<file path="config.mk">
export PLATFORM = sky130hd
export DESIGN_NAME = piso_serializer
export DESIGN_NICKNAME = d
export VERILOG_FILES = /design/src/rtl/seq_pkg.sv /design/src/rtl/piso_serializer.sv
export SDC_FILE = /design/constraint.sdc
export NUM_CORES = 1
export LEC_CHECK = 0
export ABC_AREA = 1
export BUFFER_PORTS_ARGS = -buffer_cell sky130_fd_sc_hd__buf_2
export CORE_MARGIN = 4
export CORE_UTILIZATION = 37
export CTS_CLUSTER_SIZE = 30
export DETAILED_ROUTE_END_ITERATION = 16
export PLACE_DENSITY_LB_ADDON = 0.3
export SETUP_SLACK_MARGIN = 0.2
export SLEW_MARGIN = 5
export SYNTH_ARGS = -nofsm -noshare
export SYNTH_HDL_FRONTEND = slang
export SYNTH_SLANG_ARGS = --single-unit
</file>
<file path="constraint.sdc">
create_clock -name clock -period 1.25 [get_ports clock]
set_clock_uncertainty 0.1 [all_clocks]
set_input_delay 0.0625 -clock clock [delete_from_list [all_inputs] [get_ports clock]]
set_output_delay 0.0625 -clock clock [all_outputs]
set_load 0.02 [all_outputs]
</file>
<file path="src/rtl/seq_pkg.sv">
// rtl/seq_pkg.sv - state encodings and counter sizing shared by the serial datapath blocks
package seq_pkg;

   localparam logic [1:0] S_IDLE  = 2'b00;
   localparam logic [1:0] S_SHIFT = 2'b01;
   localparam logic [1:0] S_GAP   = 2'b10;

   function automatic int cnt_width(input int width);
      return (width > 2) ? $clog2(width) : 1;
   endfunction

endpackage

</file>
<file path="src/rtl/piso_serializer.sv">
// rtl/piso_serializer.sv - parallel-in/serial-out stage with a one-word holding register
module piso_serializer
   import seq_pkg::*;
#(
   parameter int WIDTH      = 8,
   parameter int MSB_FIRST  = 1,
   parameter int GAP_CYCLES = 0
) (
   input  logic             clock,
   input  logic             reset,
   input  logic [WIDTH-1:0] data_in,
   input  logic             load_valid,
   output logic             load_ready,
   output logic             ser_out,
   output logic             ser_valid,
   output logic             ser_last,
   output logic             busy
);

   localparam int              CW       = cnt_width(WIDTH);
   localparam logic [CW-1:0]   BIT_LAST = CW'(WIDTH - 1);
   localparam logic [7:0]      GAP_LAST = (GAP_CYCLES > 0) ? 8'(GAP_CYCLES - 1) : 8'd0;

   logic [1:0]       state_q, state_d;
   logic             hold_full_q, hold_full_d;
   logic [WIDTH-1:0] hold_reg_q, hold_reg_d;
   logic [WIDTH-1:0] shift_reg_q, shift_reg_d;
   logic [CW-1:0]    bit_cnt_q, bit_cnt_d;
   logic [7:0]       gap_cnt_q, gap_cnt_d;
   logic             ser_out_q, ser_out_d;
   logic             ser_valid_q, ser_valid_d;
   logic             ser_last_q, ser_last_d;
   logic             transfer;

   always_comb begin
      state_d     = state_q;
      hold_full_d = hold_full_q;
      hold_reg_d  = hold_reg_q;
      shift_reg_d = shift_reg_q;
      bit_cnt_d   = bit_cnt_q;
      gap_cnt_d   = gap_cnt_q;
      ser_out_d   = 1'b0;
      ser_valid_d = 1'b0;
      transfer    = 1'b0;

      case (state_q)
         S_IDLE: transfer = hold_full_q;
         S_SHIFT: begin
            if (bit_cnt_q == BIT_LAST) begin
               if (GAP_CYCLES > 0) begin
                  state_d   = S_GAP;
                  gap_cnt_d = 8'd0;
               end else if (hold_full_q) begin
                  transfer = 1'b1;
               end else begin
                  state_d = S_IDLE;
               end
            end else begin
               bit_cnt_d   = bit_cnt_q + CW'(1);
               shift_reg_d = (MSB_FIRST != 0) ? (shift_reg_q << 1) : (shift_reg_q >> 1);
               ser_out_d   = (MSB_FIRST != 0) ? shift_reg_q[WIDTH-2] : shift_reg_q[1];
               ser_valid_d = 1'b1;
            end
         end
         S_GAP: begin
            if (gap_cnt_q == GAP_LAST) begin
               if (hold_full_q) transfer = 1'b1;
               else             state_d  = S_IDLE;
            end else begin
               gap_cnt_d = gap_cnt_q + 8'd1;
            end
         end
         default: state_d = S_IDLE;
      endcase

      // The first bit goes out on the transfer edge itself, so back-to-back words have no bubble.
      if (transfer) begin
         state_d     = S_SHIFT;
         shift_reg_d = hold_reg_q;
         hold_full_d = 1'b0;
         bit_cnt_d   = '0;
         ser_out_d   = (MSB_FIRST != 0) ? hold_reg_q[WIDTH-1] : hold_reg_q[0];
         ser_valid_d = 1'b1;
      end

      if (load_valid && !hold_full_q) begin
         hold_reg_d  = data_in;
         hold_full_d = 1'b1;
      end

      ser_last_d = ser_valid_d && (bit_cnt_d == BIT_LAST);
   end

   always_ff @(posedge clock) begin
      if (reset) begin
         state_q     <= S_IDLE;
         hold_full_q <= 1'b0;
         hold_reg_q  <= '0;
         shift_reg_q <= '0;
         bit_cnt_q   <= '0;
         gap_cnt_q   <= 8'd0;
         ser_out_q   <= 1'b0;
         ser_valid_q <= 1'b0;
         ser_last_q  <= 1'b0;
      end else begin
         state_q     <= state_d;
         hold_full_q <= hold_full_d;
         hold_reg_q  <= hold_reg_d;
         shift_reg_q <= shift_reg_d;
         bit_cnt_q   <= bit_cnt_d;
         gap_cnt_q   <= gap_cnt_d;
         ser_out_q   <= ser_out_d;
         ser_valid_q <= ser_valid_d;
         ser_last_q  <= ser_last_d;
      end
   end

   assign load_ready = !hold_full_q;
   assign ser_out    = ser_out_q;
   assign ser_valid  = ser_valid_q;
   assign ser_last   = ser_last_q;
   assign busy       = (state_q != S_IDLE) || hold_full_q;

endmodule

</file>
---- Word-level counts from Yosys, hierarchy flattened ----
Cells that the tools add are included.
operators by class
  add/sub/neg operators ................... 2
  reductions and logical operators ........ 14
  mux-type cells .......................... 23
  bitwise gates (word level) .............. 2
  equal/unequal tests ..................... 10
operators with widths
  cell                 count
  $mux 7               3
  $mux 1               12
  $mux 3               3
  $add 8x1->8 const B  1
  $logic_not 8->1      1
  $ne 2x2->1 const B   4
  $eq 3x3->1 const B   2
  $mux 2               3
  $ne 3x3->1 const B   2
  $pmux 2 s3           1
  $reduce_and 3->1     2
  $reduce_bool 2->1    3
  $reduce_and 2->1     2
  $add 3x1->3 const B  1
  $pmux 1 s3           1
  $eq 2x1->1 const B   1
  $eq 2x2->1 const B   1
  $logic_and 1x1->1    2
  $logic_not 2->1      1
  $not 1->1            2
  $reduce_or 2->1      1
  $logic_not 1->1      1
  $logic_or 1x1->1     1
word-level totals
  input port bits ......................... 11
  output and inout port bits .............. 5
  logic and storage cells ................. 61
  register bits after elaboration ......... 32

---- Longest topological paths before layout ----
  word-level depth ........................ 6
  depth in mapped cells ................... 8
  depth with buffers taken out ............ 7

---- Worst setup path after synthesis ----
OpenSTA, ideal clock, no wires.
  path kind ............................... register -> register
  from .................................... register bit_cnt_q[0]
  to ...................................... register ser_last_q (netlist: ser_last)
  arrival time ............................ 1,082 ps
  required time ........................... 1,077 ps
  clock period less this slack ............ 1,254 ps
  slack ................................... -4 ps
  library setup time ...................... 73 ps
  buffers on the path ..................... 1
  stages on the path, launching flop included .. 8
  path through ............................ dfxtp_1 > ha_1 > nand2_1 > nand2_2 > buf_6 > nand2_1 > nand2_1 > nor3_2
on the way
  word-level cells in the longest chain between the ends .. 6
  elaborated cells on any way between the ends .. 12
  those cells by class .................... add/sub: 1; eq/ne: 2; mux: 8; reduce/logical: 1
ends and longest elaborated chain
  what                                       line                                          source
  start: declaration                         piso_serializer.sv:28                         logic [CW-1:0] bit_cnt_q, bit_cnt_d;
  start signal: assignment                   piso_serializer.sv:110                        bit_cnt_q <= bit_cnt_d;
  $add 3x1->3 or $eq 3x3->1 (tied branches)  piso_serializer.sv:59, piso_serializer.sv:49
  $mux 3 or $mux 1 (tied branches)           piso_serializer.sv:49                         if (bit_cnt_q == BIT_LAST) begin
  $mux 3 or $pmux 1 s3 (tied branches)       piso_serializer.sv:46                         case (state_q)
  $mux 3                                     piso_serializer.sv:77                         if (transfer) begin
  $eq 3x3->1                                 piso_serializer.sv:91                         ser_last_d = ser_valid_d && (bit_cnt_d == BIT_LAST);
  $logic_and 1x1->1 (*)                      piso_serializer.sv:91
  end signal: assignment                     piso_serializer.sv:114                        ser_last_q <= ser_last_d;
  end: declaration                           piso_serializer.sv:32                         logic ser_last_q, ser_last_d;
Mark *: on every way between the ends. The rest lies on a longest branch, timed or not.
A chain may end at the register's enable or synchronous reset.

---- Worst setup path after layout ----
  from .................................... register bit_cnt_q[0]
  to ...................................... register shift_reg_q[4]
on the way
  word-level cells in the longest chain between the ends .. 5
  elaborated cells on any way between the ends .. 7
  those cells by class .................... eq/ne: 2; mux: 3; reduce/logical: 2
ends and longest elaborated chain
  what                                                              line                    source
  $eq 3x3->1 (*)                                                    piso_serializer.sv:49
  $mux 1                                                            piso_serializer.sv:49
  $pmux 1 s3                                                        piso_serializer.sv:46
  $ne 2x2->1 (no source line) or $reduce_bool 2->1 (tied branches)  -
  $reduce_and 2->1 (no source line)                                 -
  end signal: assignment                                            piso_serializer.sv:109  shift_reg_q <= shift_reg_d;
  end: declaration                                                  piso_serializer.sv:27   logic [WIDTH-1:0] shift_reg_q, shift_reg_d;
Marked as above.

==> flow_metrics.env <==
export IMPL_starting_density_pct=38.6
export IMPL_highest_attainable_clock_frequency_mhz=839
export IMPL_worstSetupPathType="flip-flop to flip-flop"
export IMPL_r2r_setup_slack_ps=60
export IMPL_nFillCells=229
export IMPL_drv_slew=0
export IMPL_setup_violations_final=0
export IMPL_most_frequent_standard_cell_in_the_layout_excluding_fill_and_tap_cells="nand3_1"
export IMPL_grt_start_max_net_pins=16
export IMPL_final_min_period_over_clock_period_pct=95.4
export IMPL_layout_min_cycle_time_ps=1190
export IMPL_global_route_usage_total_pct=14.3
export IMPL_violations="hold timing"
export IMPL_antenna_violations_before_repair=0
export IMPL_synthesis_nets=135
export IMPL_synth_area_um2=947
export IMPL_routedWlPerCell_um=11.9
export IMPL_rsz_0062_raised_after_global_routing="yes"
export IMPL_critPathSlowestCell="dfxtp_2"
export IMPL_tritoncts_buffers=3
export IMPL_arrival_ps=1370
export IMPL_placement_io_buffers=15
export IMPL_drive_above_1_share_pct=32.7
export IMPL_grt_overflow=0
export IMPL_ff_latch_area_um2=469
export IMPL_hp_class="input pin to flip-flop"
export IMPL_num_io_pins=16
export IMPL_detailedPlacementHpwl_mm=1.36
export IMPL_status="finished, violations left"
export IMPL_floorplan_rows=18
export IMPL_fin_cells=186
export IMPL_vdd_ir_drop_worst_mv=0.634
export IMPL_initialDrtViolationCount=23
export IMPL_max_cap_violations=0
export IMPL_fp_coreArea_mm2=0.00245
export IMPL_dp_cells=165
export IMPL_most_common_layout_cells="24 x nand3_1, 18 x dfxtp_1, 15 x nand2_1"
export IMPL_worst_r2r_path_depth=7
export IMPL_ys_types=16
export IMPL_antenna_cells=0
export IMPL_count_of_state_elements_after_synthesis=23
export IMPL_ys_warnings_count=0
export IMPL_globalplace_congestion=0.712
export IMPL_drt_first_pass_iters=4
export IMPL_die_width_um=58.6
export IMPL_area_used_by_multi_input_combinational_logic_um2=490
export IMPL_cp_required_ps=1430
export IMPL_grt_pass1_vias=890
export IMPL_die_h_um=58.6
export IMPL_startpoint_type="flip-flop"
export IMPL_vias=903
export IMPL_fp_dieArea_mm2=0.00343
export IMPL_wl_mm=2.22
export IMPL_cp_num_buf_inv=1
export IMPL_syn_area_per_cell_um2=7.70
export IMPL_crit_path_cell_trace="ha_4 > nand2_8 > nand2_8 > nand3_1 > nand3_1 > nand2_1 > inv_1"
export IMPL_cts_hold_fix_buffers=9
export IMPL_area_growth_syn_to_layout_pct=42.0
export IMPL_clock_path_buffers=2
export IMPL_clk_transition_reported_paths_ps=130
export IMPL_power_density_mw_per_mm2=1090
export IMPL_final_setup_margin_ps=57.6
export IMPL_grt_first_pass_wirelength_mm=3.79
export IMPL_h_tree_depth=1
export IMPL_drt_antenna_violating_nets=0
export IMPL_whs_endpoint="state_q[0]$_SDFFE_PP0P_"
export IMPL_drc_viols=0
export IMPL_ys_seq_area_share_pct=48.6
export IMPL_endpoint_kind="flip-flop"
export IMPL_worst_skew_pair_latency_ps=320
export IMPL_crit_path_max_fanout=10
export IMPL_design_final_nets=169
export IMPL_worst_r2r_startpoint="bit_cnt_q[0]$_SDFF_PP0_"
export IMPL_drt_vias_per_instance=4.85
export IMPL_timing_hold_worst_start="reset"
export IMPL_postSynthCellCount=123
export IMPL_relSlewSlack_pct=70.4
export IMPL_p_leak_nw=0.604
export IMPL_worstReg2RegEnd="shift_reg_q[4]$_SDFFE_PP0P_"
export IMPL_dp_worst_setup_slack_ps=-71.7
export IMPL_clock_sinks=23
export IMPL_root_buffer="clkbuf_4"
export IMPL_worst_path_largest_cell_delay_ps=370
export IMPL_hold_worst_slack_ps=-86.7
export IMPL_post_layout_total_power_mw=1.47
export IMPL_tightest_slew_ps=443
export IMPL_tritoncts="built"
export IMPL_path_delay_family="simple AND/OR/NAND/NOR gates"
export IMPL_number_of_instances_on_the_worst_hold_path=2
export IMPL_report_final_hold_viol_count=8
-- through the flow --
step / setup TNS (ps) / instance area [um2] / util, %
5_1_grt: -84.4 / 1350 / 54.8
3_3_place_gp: -128 / 1060 / 43.3
2_1_floorplan: 0 / 970 / -
3_5_place_dp: -430 / 1060 / 43.3
4_1_cts: 0 / 1270 / 51.9
6_report: 0 / 1350 / 54.8
-- flip-flops by register name, summed over array words and instances (netlist names) --
register,count
shift_reg_q,7
ser_out,1
ser_valid,1
bit_cnt_q,3
hold_reg_q,8
hold_full_q,1
state_q,1
ser_last,1
-- worst max-delay path by stage --
stage	startpoint	endpoint	depth (start not counted)
5_1_grt	bit_cnt_q[0]$_SDFF_PP0_	shift_reg_q[5]$_SDFFE_PP0P_	7
6_report	bit_cnt_q[0]$_SDFF_PP0_	shift_reg_q[4]$_SDFFE_PP0P_	7
4_1_cts	bit_cnt_q[1]$_SDFF_PP0_	shift_reg_q[4]$_SDFFE_PP0P_	7
3_3_place_gp	bit_cnt_q[1]$_SDFF_PP0_	hold_full_q$_SDFFE_PP0P_	6
3_5_place_dp	bit_cnt_q[1]$_SDFF_PP0_	shift_reg_q[4]$_SDFFE_PP0P_	7
2_1_floorplan	bit_cnt_q[0]$_SDFF_PP0_	shift_reg_q[3]$_SDFFE_PP0P_	8
-- timing repair --
action / 4_1_cts / 5_1_grt
hold endpoints to repair: 17 / 8
endpoints found under the setup margin: 25 / 25
resized for setup: 14 / 10
cloned: 2 / 0
buffers inserted: 4 / 2
pin swaps: 3 / 4
-- cells in the mapped netlist --
cell type	instances	area, um2
ha_1	1	12.5
a21o_1	1	7.51
o21ai_0	8	40.0
dfxtp_1	23	460
inv_1	12	45.0
buf_6	2	22.5
nor3_2	1	10.0
nand2_2	2	12.5
buf_2	4	20.0
a21oi_4	1	16.3
nand3_1	24	120
a21oi_1	6	30.0
o211ai_1	1	7.51
nand2_1	19	71.3
buf_4	1	7.51
nor2_1	17	63.8
-- cell type report --
class / count / area share [%]
flip-flops and latches: 23 / 34.9
multi-input cells: 83 / 36.5
well taps: 30 / 2.79
inverters: 12 / 3.81
clock buffers: 3 / 1.67
clock inverters: 1 / 0.372
repair buffers: 34 / 20.0
-- layer usage --
metal  share of wire [%]  vias to the layer above  global-route usage (%)  routed length, um
met5                   0                        -                       0                  0
met4                 2.3                        0                    6.80                 51
met3                 4.1                        5                    2.85                 90
met2                  48                       21                    24.1               1070
met1                  45                      410                    17.5               1000
li1                    -                      467                       -                  -
-- report_power, final --
group | internal, mW | total, mW | switching (mW)
Clock | 0.120 | 0.350 | 0.231
Combinational | 0.149 | 0.314 | 0.166
Sequential | 0.779 | 0.806 | 0.0274
-- logic make-up after synthesis --
group,count (synthesis),synth area share (%)
flops,23,48.6
compound gates,17,10.7
simple gates,63,29.3
fa+ha+maj,1,1.32
buf+inv,19,10.0
Power figures use the tool's default switching activity.
